--- src/rtl/eth_recv.sv ---
// rtl/eth_recv.sv - Ethernet/ARP/IPv4/UDP receiver writing UDP payload words to a buffer
// Optional: ETH_RECV_IPCSUM_EN enables IPv4 header checksum verification.
module eth_recv #(
  parameter logic [15:0] LOCAL_PORT = 16'd2179,
  parameter logic [9:0]  MAX_WORDS  = 10'd1023
) (
  input  logic        clk,
  input  logic        rst_n,
  input  logic [47:0] i_self_mac,
  input  logic [31:0] i_self_ip,
  input  logic [31:0] i_data,
  input  logic        i_vld,
  input  logic        i_sop,
  input  logic        i_eop,
  output logic        o_rdy,
  output logic        o_arp_req,
  output logic        o_arp_resp,
  output logic [47:0] o_peer_mac,
  output logic [31:0] o_peer_ip,
  output logic [9:0]  o_wr_addr,
  output logic [31:0] o_wr_data,
  output logic        o_wr_en,
  output logic        o_udp_done,
  output logic [15:0] o_udp_len,
  output logic        o_drop
);

  typedef enum logic [2:0] {S_IDLE, S_ETH, S_ARP, S_IP, S_PAY, S_DROP, S_HOLD} state_t;

  state_t      state_q, state_d, st, nxt;
  logic [15:0] cnt_q, cnt_d, w;
  logic        uc_q, uc_d, bc_q, bc_d;
  logic [47:0] src_mac_q, src_mac_d, sha_q, sha_d, peer_mac_q, peer_mac_d;
  logic [31:0] src_ip_q, src_ip_d, spa_q, spa_d, peer_ip_q, peer_ip_d;
  logic [15:0] oper_q, oper_d, pay_len_q, pay_len_d, pay_cnt_q, pay_cnt_d;
  logic [15:0] udp_len_q, udp_len_d;
  logic [9:0]  wr_addr_q, wr_addr_d;
  logic [31:0] wr_data_q, wr_data_d;
  logic        wr_en_q, wr_en_d;
  logic        arp_req_q, arp_req_d, arp_resp_q, arp_resp_d;
  logic        udp_done_q, udp_done_d, drop_q, drop_d;
  logic        xfer, fail;
  logic [16:0] n;
  logic [18:0] n4, l19;
`ifdef ETH_RECV_IPCSUM_EN
  logic [19:0] csum_q, csum_d, csum_s;
  logic [16:0] csum_f1;
  logic [15:0] csum_f2;
`endif

  assign o_rdy      = (state_q != S_HOLD);
  assign o_arp_req  = arp_req_q;
  assign o_arp_resp = arp_resp_q;
  assign o_peer_mac = peer_mac_q;
  assign o_peer_ip  = peer_ip_q;
  assign o_wr_addr  = wr_addr_q;
  assign o_wr_data  = wr_data_q;
  assign o_wr_en    = wr_en_q;
  assign o_udp_done = udp_done_q;
  assign o_udp_len  = udp_len_q;
  assign o_drop     = drop_q;

  always_ff @(posedge clk or negedge rst_n) begin
    if (!rst_n) begin
      state_q    <= S_IDLE;
      cnt_q      <= 16'd0;
      uc_q       <= 1'b0;
      bc_q       <= 1'b0;
      src_mac_q  <= 48'd0;
      sha_q      <= 48'd0;
      peer_mac_q <= 48'd0;
      src_ip_q   <= 32'd0;
      spa_q      <= 32'd0;
      peer_ip_q  <= 32'd0;
      oper_q     <= 16'd0;
      pay_len_q  <= 16'd0;
      pay_cnt_q  <= 16'd0;
      udp_len_q  <= 16'd0;
      wr_addr_q  <= 10'd0;
      wr_data_q  <= 32'd0;
      wr_en_q    <= 1'b0;
      arp_req_q  <= 1'b0;
      arp_resp_q <= 1'b0;
      udp_done_q <= 1'b0;
      drop_q     <= 1'b0;
`ifdef ETH_RECV_IPCSUM_EN
      csum_q     <= 20'd0;
`endif
    end else begin
      state_q    <= state_d;
      cnt_q      <= cnt_d;
      uc_q       <= uc_d;
      bc_q       <= bc_d;
      src_mac_q  <= src_mac_d;
      sha_q      <= sha_d;
      peer_mac_q <= peer_mac_d;
      src_ip_q   <= src_ip_d;
      spa_q      <= spa_d;
      peer_ip_q  <= peer_ip_d;
      oper_q     <= oper_d;
      pay_len_q  <= pay_len_d;
      pay_cnt_q  <= pay_cnt_d;
      udp_len_q  <= udp_len_d;
      wr_addr_q  <= wr_addr_d;
      wr_data_q  <= wr_data_d;
      wr_en_q    <= wr_en_d;
      arp_req_q  <= arp_req_d;
      arp_resp_q <= arp_resp_d;
      udp_done_q <= udp_done_d;
      drop_q     <= drop_d;
`ifdef ETH_RECV_IPCSUM_EN
      csum_q     <= csum_d;
`endif
    end
  end

  always_comb begin
    state_d    = state_q;
    cnt_d      = cnt_q;
    uc_d       = uc_q;
    bc_d       = bc_q;
    src_mac_d  = src_mac_q;
    sha_d      = sha_q;
    peer_mac_d = peer_mac_q;
    src_ip_d   = src_ip_q;
    spa_d      = spa_q;
    peer_ip_d  = peer_ip_q;
    oper_d     = oper_q;
    pay_len_d  = pay_len_q;
    pay_cnt_d  = pay_cnt_q;
    udp_len_d  = udp_len_q;
    wr_addr_d  = wr_addr_q;
    wr_data_d  = wr_data_q;
    wr_en_d    = 1'b0;
    arp_req_d  = 1'b0;
    arp_resp_d = 1'b0;
    udp_done_d = 1'b0;
    drop_d     = 1'b0;
    fail       = 1'b0;
    nxt        = state_q;
    xfer       = i_vld && o_rdy;
    w          = i_sop ? 16'd1 : ((cnt_q == 16'hFFFF) ? cnt_q : cnt_q + 16'd1);
    st         = i_sop ? S_ETH : state_q;
    n          = {1'b0, pay_cnt_q} + 17'd1;
    n4         = {n, 2'b00};
    l19        = {3'b000, pay_len_q};
`ifdef ETH_RECV_IPCSUM_EN
    csum_d  = csum_q;
    csum_s  = csum_q + {4'd0, i_data[31:16]} + {4'd0, i_data[15:0]};
    csum_f1 = {1'b0, csum_s[15:0]} + {13'd0, csum_s[19:16]};
    csum_f2 = csum_f1[15:0] + {15'd0, csum_f1[16]};
`endif

    if (state_q == S_HOLD) begin
      state_d = S_IDLE;
    end else if (xfer && st != S_IDLE) begin
      cnt_d = w;
      nxt   = st;
      // A new sop abandons whatever frame was in flight.
      if (i_sop && state_q != S_IDLE) drop_d = 1'b1;
      case (st)
        S_ETH: begin
          case (w)
            16'd1: begin
              uc_d = (i_data[15:0] == i_self_mac[47:32]);
              bc_d = (i_data[15:0] == 16'hFFFF);
              fail = !(uc_d || bc_d);
            end
            16'd2: fail = !((uc_q && i_data == i_self_mac[31:0]) || (bc_q && i_data == 32'hFFFF_FFFF));
            16'd3: src_mac_d[47:16] = i_data;
            16'd4: begin
              src_mac_d[15:0] = i_data[31:16];
              if (i_data[15:0] == 16'h0806)      nxt = S_ARP;
              else if (i_data[15:0] == 16'h0800) nxt = S_IP;
              else                               fail = 1'b1;
            end
            default: ;
          endcase
        end
        S_ARP: begin
          case (w)
            16'd5: fail = (i_data != 32'h0001_0800);
            16'd6: begin
              fail   = (i_data[31:16] != 16'h0604);
              oper_d = i_data[15:0];
            end
            16'd7: sha_d[47:16] = i_data;
            16'd8: begin
              sha_d[15:0]  = i_data[31:16];
              spa_d[31:16] = i_data[15:0];
            end
            16'd9: spa_d[15:0] = i_data[31:16];
            16'd11: begin
              if (i_eop && oper_q == 16'd1 && i_data == i_self_ip) begin
                arp_req_d  = 1'b1;
                peer_mac_d = sha_q;
                peer_ip_d  = spa_q;
                nxt        = S_HOLD;
              end else if (i_eop && oper_q == 16'd2) begin
                arp_resp_d = 1'b1;
                peer_mac_d = sha_q;
                peer_ip_d  = spa_q;
                nxt        = S_HOLD;
              end else begin
                fail = 1'b1;
              end
            end
            default: ;
          endcase
        end
        S_IP: begin
          case (w)
            16'd5: begin
              fail = (i_data[31:24] != 8'h45);
`ifdef ETH_RECV_IPCSUM_EN
              csum_d = {4'd0, i_data[31:16]} + {4'd0, i_data[15:0]};
`endif
            end
            16'd6: begin
              fail = (i_data[13:0] != 14'd0);
`ifdef ETH_RECV_IPCSUM_EN
              csum_d = csum_s;
`endif
            end
            16'd7: begin
              fail = (i_data[23:16] != 8'd17);
`ifdef ETH_RECV_IPCSUM_EN
              csum_d = csum_s;
`endif
            end
            16'd8: begin
              src_ip_d = i_data;
`ifdef ETH_RECV_IPCSUM_EN
              csum_d = csum_s;
`endif
            end
            16'd9: begin
              fail = (i_data != i_self_ip);
`ifdef ETH_RECV_IPCSUM_EN
              if (csum_f2 != 16'hFFFF) fail = 1'b1;
`endif
            end
            16'd10: fail = (i_data[15:0] != LOCAL_PORT);
            16'd11: begin
              pay_len_d = i_data[31:16] - 16'd8;
              pay_cnt_d = 16'd0;
              if (i_data[31:16] < 16'd8) begin
                fail = 1'b1;
              end else if (i_eop) begin
                // Header-only datagram: complete without entering PAY.
                if (i_data[31:16] == 16'd8) begin
                  udp_done_d = 1'b1;
                  udp_len_d  = 16'd0;
                  peer_mac_d = src_mac_q;
                  peer_ip_d  = src_ip_q;
                  nxt        = S_HOLD;
                end else begin
                  fail = 1'b1;
                end
              end else begin
                nxt = S_PAY;
              end
            end
            default: ;
          endcase
        end
        S_PAY: begin
          pay_cnt_d = (pay_cnt_q == 16'hFFFF) ? pay_cnt_q : pay_cnt_q + 16'd1;
          if (pay_cnt_q <= {6'd0, MAX_WORDS}) begin
            wr_en_d   = 1'b1;
            wr_addr_d = pay_cnt_q[9:0];
            wr_data_d = i_data;
          end
          if (i_eop) begin
            nxt = S_HOLD;
            // Word count must equal ceil(payload_bytes/4) and fit the buffer.
            if (n <= ({7'd0, MAX_WORDS} + 17'd1) && n4 >= l19 && n4 < l19 + 19'd4) begin
              udp_done_d = 1'b1;
              udp_len_d  = pay_len_q;
              peer_mac_d = src_mac_q;
              peer_ip_d  = src_ip_q;
            end else begin
              drop_d = 1'b1;
            end
          end
        end
        S_DROP: begin
          if (i_eop) begin
            drop_d = 1'b1;
            nxt    = S_HOLD;
          end
        end
        default: ;
      endcase

      if (st == S_ETH || st == S_ARP || st == S_IP) begin
        if ((i_eop && w < 16'd11) || (fail && i_eop)) begin
          drop_d  = 1'b1;
          state_d = S_HOLD;
        end else if (fail) begin
          state_d = S_DROP;
        end else begin
          state_d = nxt;
        end
      end else begin
        state_d = nxt;
      end
    end
  end

endmodule

--- config.mk ---
export PLATFORM = sky130hd
export DESIGN_NAME = eth_recv
export DESIGN_NICKNAME = d
export VERILOG_FILES = /design/src/rtl/eth_recv.sv
export SDC_FILE = /design/constraint.sdc
export NUM_CORES = 1
export LEC_CHECK = 0
export BUFFER_PORTS_ARGS = -buffer_cell sky130_fd_sc_hd__buf_2
export CORE_MARGIN = 5
export CORE_UTILIZATION = 28
export DETAILED_ROUTE_END_ITERATION = 16
export PLACE_DENSITY_LB_ADDON = 0.05
export SYNTH_ARGS = -nofsm -noshare
export SYNTH_HDL_FRONTEND = slang
export SYNTH_SLANG_ARGS = --single-unit
--- constraint.sdc ---
create_clock -name clk -period 5.35 [get_ports clk]
set_clock_uncertainty 0.2 [all_clocks]
set_input_delay 0.535 -clock clk [delete_from_list [all_inputs] [get_ports clk]]
set_output_delay 0.535 -clock clk [all_outputs]
set_load 0.02 [all_outputs]
# Word level (Yosys, flattened, before mapping)
# Cells that the tools add are included.
[word_totals]
register_bits = 372
in_bits = 117
out_inout_bits = 144
wordCells = 217
[classes]
addsub = 5
n_lt_le_gt_ge = 6
n_eq_ne = 45
muxes = 96
bitwise_logic = 1
n_reduce_logical = 40
[ops]
columns = ["cell", "n"]
rows = [
  ["$mux W48", 9],
  ["$mux W32", 9],
  ["$mux W16", 10],
  ["$pmux W48 S3", 1],
  ["$pmux W32 S3", 1],
  ["$eq A16 B4 Y1 const B", 5],
  ["$eq A16 B3 Y1 const B", 4],
  ["$eq A32 B32 Y1", 2],
  ["$pmux W16 S2", 2],
  ["$mux W3", 17],
  ["$eq A16 B16 Y1 const B", 3],
  ["$eq A16 B2 Y1 const B", 3],
  ["$mux W1", 40],
  ["$reduce_and A4 Y1", 10],
  ["$add A16 B1 Y16 const B", 2],
  ["$eq A16 B1 Y1 const B", 2],
  ["$eq A16 B12 Y1 const B", 2],
  ["$eq A32 B32 Y1 const B", 1],
  ["$lt A16 B4 Y1 const B", 2],
  ["$ne A32 B17 Y1 const B", 1],
  ["$ne A32 B32 Y1", 1],
  ["$ge A19 B16 Y1", 1],
  ["$lt A19 B17 Y1", 1],
  ["$add A16 B1 Y17 const B", 1],
  ["31 further kinds", 63],
]

# Depth between registers and ports, before layout
[logic_depth]
depth_word = 14
ltp_mapped = 15
depth_no_buf = 14

# Least setup slack after synthesis
# Ideal clock, no wire load.
[synth_timing]
path_type = "register to register"
startpoint = "register pay_cnt_q[0]"
endpoint = "register peer_ip_q[18] (netlist: o_peer_ip[18])"
setup_ps = 127
arrival_time_ps = 3555
required_ps = 5023
slack_ps = 1467
stages_incl_launch_ff = 16
period_less_slack_ps = 3883
cell_sequence = "dfrtp_1 ha_1 nand4_1 nor2_1 and4_1 xor2_1 ha_1 a21o_1 a21o_1 a21o_1 a221oi_1 a21oi_1 nand3_1 o32ai_4 buf_6 mux2_1"
[synth_via]
elab_chain_cells = 6
word_cells_on_any_way = 8
cone_classes = "1 x add/sub; 3 x order compare; 1 x eq/ne; 3 x reduce/logical"
[synth_rtl]
columns = ["element", "line", "rtl"]
rows = [
  ["from (decl)", "35", "logic [15:0] oper_q, oper_d, pay_len_q, pay_len_d, pay_cnt_q, pay_cnt_d;"],
  ["from (signal assigned)", "102", "pay_cnt_q <= pay_cnt_d;"],
  ["$add A16 B1 Y17 (*)", "144", "n = {1'b0, pay_cnt_q} + 17'd1;"],
  ["$ge A19 B16 Y1 / $le A17 B11 Y1 (equally long branches)", "277", "if (n <= ({7'd0, MAX_WORDS} + 17'd1) && n4 >= l19 && n4 < l19 + 19'd4) begin"],
  ["$logic_and A1 B1 Y1", "277", ""],
  ["$logic_and A1 B1 Y1 (*)", "277", ""],
  ["$ne A2 B2 Y1 (no line) (*)", "--", ""],
  ["$reduce_and A11 Y1 (no line) (*)", "--", ""],
  ["to (signal assigned)", "99", "peer_ip_q <= peer_ip_d;"],
  ["to (decl)", "34", "logic [31:0] src_ip_q, src_ip_d, spa_q, spa_d, peer_ip_q, peer_ip_d;"],
]
# Every way passes the cells marked *; elsewhere a longest branch is shown, timed or not.
# A chain may end at the register's enable or synchronous reset.

# Worst setup path in the final report
[layout_timing]
startpoint = "register cnt_q[0]"
endpoint = "register peer_mac_q[12] (netlist: o_peer_mac[12])"
[layout_via]
elab_chain_cells = 6
word_cells_on_any_way = 8
cone_classes = "1 x add/sub; 4 x eq/ne; 2 x mux; 1 x reduce/logical"
[layout_rtl]
columns = ["element", "line", "rtl"]
rows = [
  ["from (decl)", "31", "logic [15:0] cnt_q, cnt_d, w;"],
  ["from (signal assigned)", "91", "cnt_q <= cnt_d;"],
  ["$add A16 B1 Y16 / $eq A16 B16 Y1 (equally long branches)", "142", "w = i_sop ? 16'd1 : ((cnt_q == 16'hFFFF) ? cnt_q : cnt_q + 16'd1);"],
  ["$mux W16 (*) (2 in series)", "142", ""],
  ["$eq A16 B4 Y1 (*)", "181, 212", ""],
  ["$ne A2 B1 Y1 (no line)", "--", ""],
  ["$reduce_and A11 Y1 (no line) (*)", "--", ""],
  ["to (signal assigned)", "96", "peer_mac_q <= peer_mac_d;"],
  ["to (decl)", "33", "logic [47:0] src_mac_q, src_mac_d, sha_q, sha_d, peer_mac_q, peer_mac_d;"],
]
# Marks and branches as above.

==> summary.md <==
| Metric | Value |
|---|---|
| Run status | `complete, no violations` |
| Vias in the first global route | `14500` |
| Worst vdd ir | `0.247 mV` |
| Crit path max fanout | `23` |
| Flops & latches, synth | `372` |
| Clock buffer depth | `3` |
| TritonCTS clock tree | `done` |
| FF-to-FF setup slack | `0.51 ns` |
| Seq/Total Area, Yosys | `0.483` |
| Setup crit end kind | `flip-flop` |
| DP Worst Slack | `0.533 ns` |
| Worst hold path class | `input port to flip-flop` |
| Worst setup margin | `0.510 ns` |
| RSZ-0062 raised after global routing | `no` |
| Most frequent cells in the layout | `dfrtp_1 (372), mux2_2 (343), buf_2 (259), xnor2_1 (107), nand2_1 (67)` |
| Slowest stage delay, CP | `0.81 ns` |
| Design Area, Final | `23100 um^2` |
| Ys Warns | `0` |
| Deepest level of the CTS H-tree | `2` |
| Primary FF master, synth | `dfrtp_1` |
| CTS sink cnt | `372` |
| Post_cts resized | `0` |
| Total GRT Usage | `0.179` |
| Cell variety after synth | `77` |
| Share of layout cells above drive strength 1 | `0.412` |
| Skew-Pair Late Insertion Delay | `0.58 ns` |
| # DRC | `0` |
| Post-Syn Instances | `1623` |
| Final WL | `67800 um` |
| CP delay by family, top | `compound AO/OA/AOI/OAI gates` |
| Final setup vio count | `0` |
| Post-synth EDFFs | `0` |
| Clk root buf | `clkbuf_16` |
| First-pass iteration count of the detailed router | `5` |
| Worst path required time | `5.61 ns` |
| Overflow after GRT | `0` |
| Cell Area, Synth | `19300 um^2` |
| P&R area growth vs syn | `19.9%` |
| Die area | `74100 um^2` |
| Reg clk slew, reported paths | `0.07 ns` |
| Slew Limit Headroom | `0.362` |
| Pwr dens | `383 nW/um^2` |
| Setup Buffers After CTS | `0` |
| DP Area | `21600 um^2` |
| # port buffers | `260` |
| Non-filler cells, final | `2773` |
| GP Congestion | `0.853` |
| # IOs | `261` |
| Max Cap Violations | `0` |
| Vias per cell | `4.99` |
| Fillcell total | `6923` |
| Detailed Place HPWL | `46100 um` |
| CORE AREA | `68500 um^2` |
| First-pass GRT wire length | `99900 um` |
| Detailed-route wire length per cell | `24.4 um` |
| Slowest CP cell | `o32ai_4` |
| Crit start category | `flip-flop` |
| Starting Density | `0.281` |
| Die X | `272 um` |
| TritonCTS buffer count | `46` |
| Initial antenna violation count | `3` |
| Fin crit share | `0.905` |
| Fin crit period | `4.84 ns` |
| Avg Inst Size Synth | `11.9 um^2` |
| Final TNS setup | `0 ns` |
| CP arrival | `5.10 ns` |
| Layout Nets | `2005` |
| Die height | `272 um` |
| LEAKAGE | `11.3 nW` |
| Row cnt | `96` |
| Detailed-route via count | `13800` |
| Critical path class | `flip-flop to flip-flop` |
| Most common cell after layout, fill and taps aside | `dfrtp_1` |
| Hold Vio Cnt, Final | `0` |
| Highest Clock Rate | `207 MHz` |
| Post-synth ARST share | `1.00` |
| Post-synth net total | `1773` |
| Worst Path Buf+Inv | `1` |
| Cts hold-fix bufs | `1` |
| Worst Max-Slew Pin Slew | `0.954 ns` |
| Routed Antenna Nets | `0` |
| Cells after DPL | `2688` |
| Final Util | `0.338` |
| Final Max Tran Viols | `0` |
| CP cell instances | `ha_1, and4_1, nand4_1, a21o_1, a2111o_1, o31ai_4, nand2_2, o32ai_4, buf_12, mux2_2` |
| Pin count of the biggest net entering global routing | `131` |
| Drt initial violations | `735` |
power breakdown:
part	total (mW)	internal, mW	switching (mW)
sequential	3.63	3.27	0.356
clock	3.17	1.89	1.28
combinational	2.05	0.898	1.15
registers in the layout (all words and copies together), names as in the netlist, 32 cells and up:
register    count
spa_q          32
sha_q          48
o_wr_data      32
src_mac_q      48
o_peer_ip      32
src_ip_q       32
o_peer_mac     48
synthesized netlist by cell type (all sizes together) (6+ instances only):
library cell | n | area, um^2
mux2 | 386 | 4460
nand3 | 48 | 245
o21ai | 39 | 195
nand4 | 42 | 263
mux2i | 6 | 60.1
and2 | 9 | 56.3
nor2 | 63 | 236
ha | 33 | 413
clkbuf | 91 | 343
xor2 | 13 | 114
inv | 25 | 93.8
nand2b | 10 | 62.6
a31oi | 7 | 43.8
buf | 35 | 244
dfrtp | 372 | 9310
a21oi | 45 | 225
and3 | 17 | 106
a22o | 17 | 149
nand4b | 6 | 52.6
o211ai | 9 | 67.6
nor3 | 34 | 170
nor4 | 25 | 193
nand2 | 69 | 264
o31ai | 12 | 109
xnor2 | 107 | 937
a21o | 12 | 90.1
and4 | 11 | 96.3
logic make-up after synthesis:
family / synth area share
fa+ha+maj: 0.0214
xor+xnor: 0.0546
flops: 0.483
buf+inv: 0.0355
compound gates: 0.0683
mux: 0.235
simple gates: 0.102
worst min-delay path: cells and delay by family:
| kind | cells | cell delay [ns] |
|---|---|---|
| AND/OR/NAND/NOR | 1 | 0.10 |
| buffers and inverters | 1 | 0.15 |
| AO/OA/AOI/OAI | 1 | 0.05 |
layout make-up:
| class | instances | area [um^2] | area share |
|---|---|---|---|
| inverters | 26 | 97.6 | 0.00422 |
| diodes | 1 | 2.50 | 0.000108 |
| clock buffers | 69 | 1390 | 0.0600 |
| repair buffers | 310 | 1750 | 0.0758 |
| well taps | 882 | 1100 | 0.0478 |
| multi-input cells | 1099 | 9310 | 0.403 |
| clock inverters | 14 | 150 | 0.00650 |
| flip-flops and latches | 372 | 9310 | 0.403 |
final timing paths:
| kind | start | to | cells past startpoint |
|---|---|---|---|
| hold / removal | i_vld | state_q[2]$_DFFE_PN0P_ | 3 |
| min in group asynchronous | rst_n | o_wr_data[7]$_DFFE_PN0P_ | 2 |
| setup reg to reg | cnt_q[0]$_DFFE_PN0P_ | o_peer_mac[12]$_DFFE_PN0P_ | 10 |
| hold reg to reg | o_peer_ip[19]$_DFFE_PN0P_ | o_peer_ip[19]$_DFFE_PN0P_ | 1 |
| setup / recovery | cnt_q[0]$_DFFE_PN0P_ | o_peer_mac[12]$_DFFE_PN0P_ | 10 |
| max in group asynchronous | rst_n | pay_len_q[14]$_DFFE_PN0P_ | 3 |
per-layer routing:
| layer | up-vias | track usage | wire, um |
|---|---|---|---|
| li1 | 6333 | - | - |
| met4 | 2 | 0.0351 | 1130 |
| met2 | 348 | 0.287 | 31000 |
| met5 | - | 0 | 10 |
| met3 | 72 | 0.0286 | 3070 |
| met1 | 7090 | 0.256 | 32500 |
stage by stage:
| stage | total power, mW | hold slack, ns |
|---|---|---|
| detailed placement | 5.75 | 0.273 |
| CTS | 9.00 | 0.0341 |
| global placement | 5.72 | 0.270 |
| finish | 8.84 | 0.0872 |
| global route | 9.31 | 0.0667 |
| floorplan | 4.97 | 0.0394 |
Power figures use the tool's default switching activity.
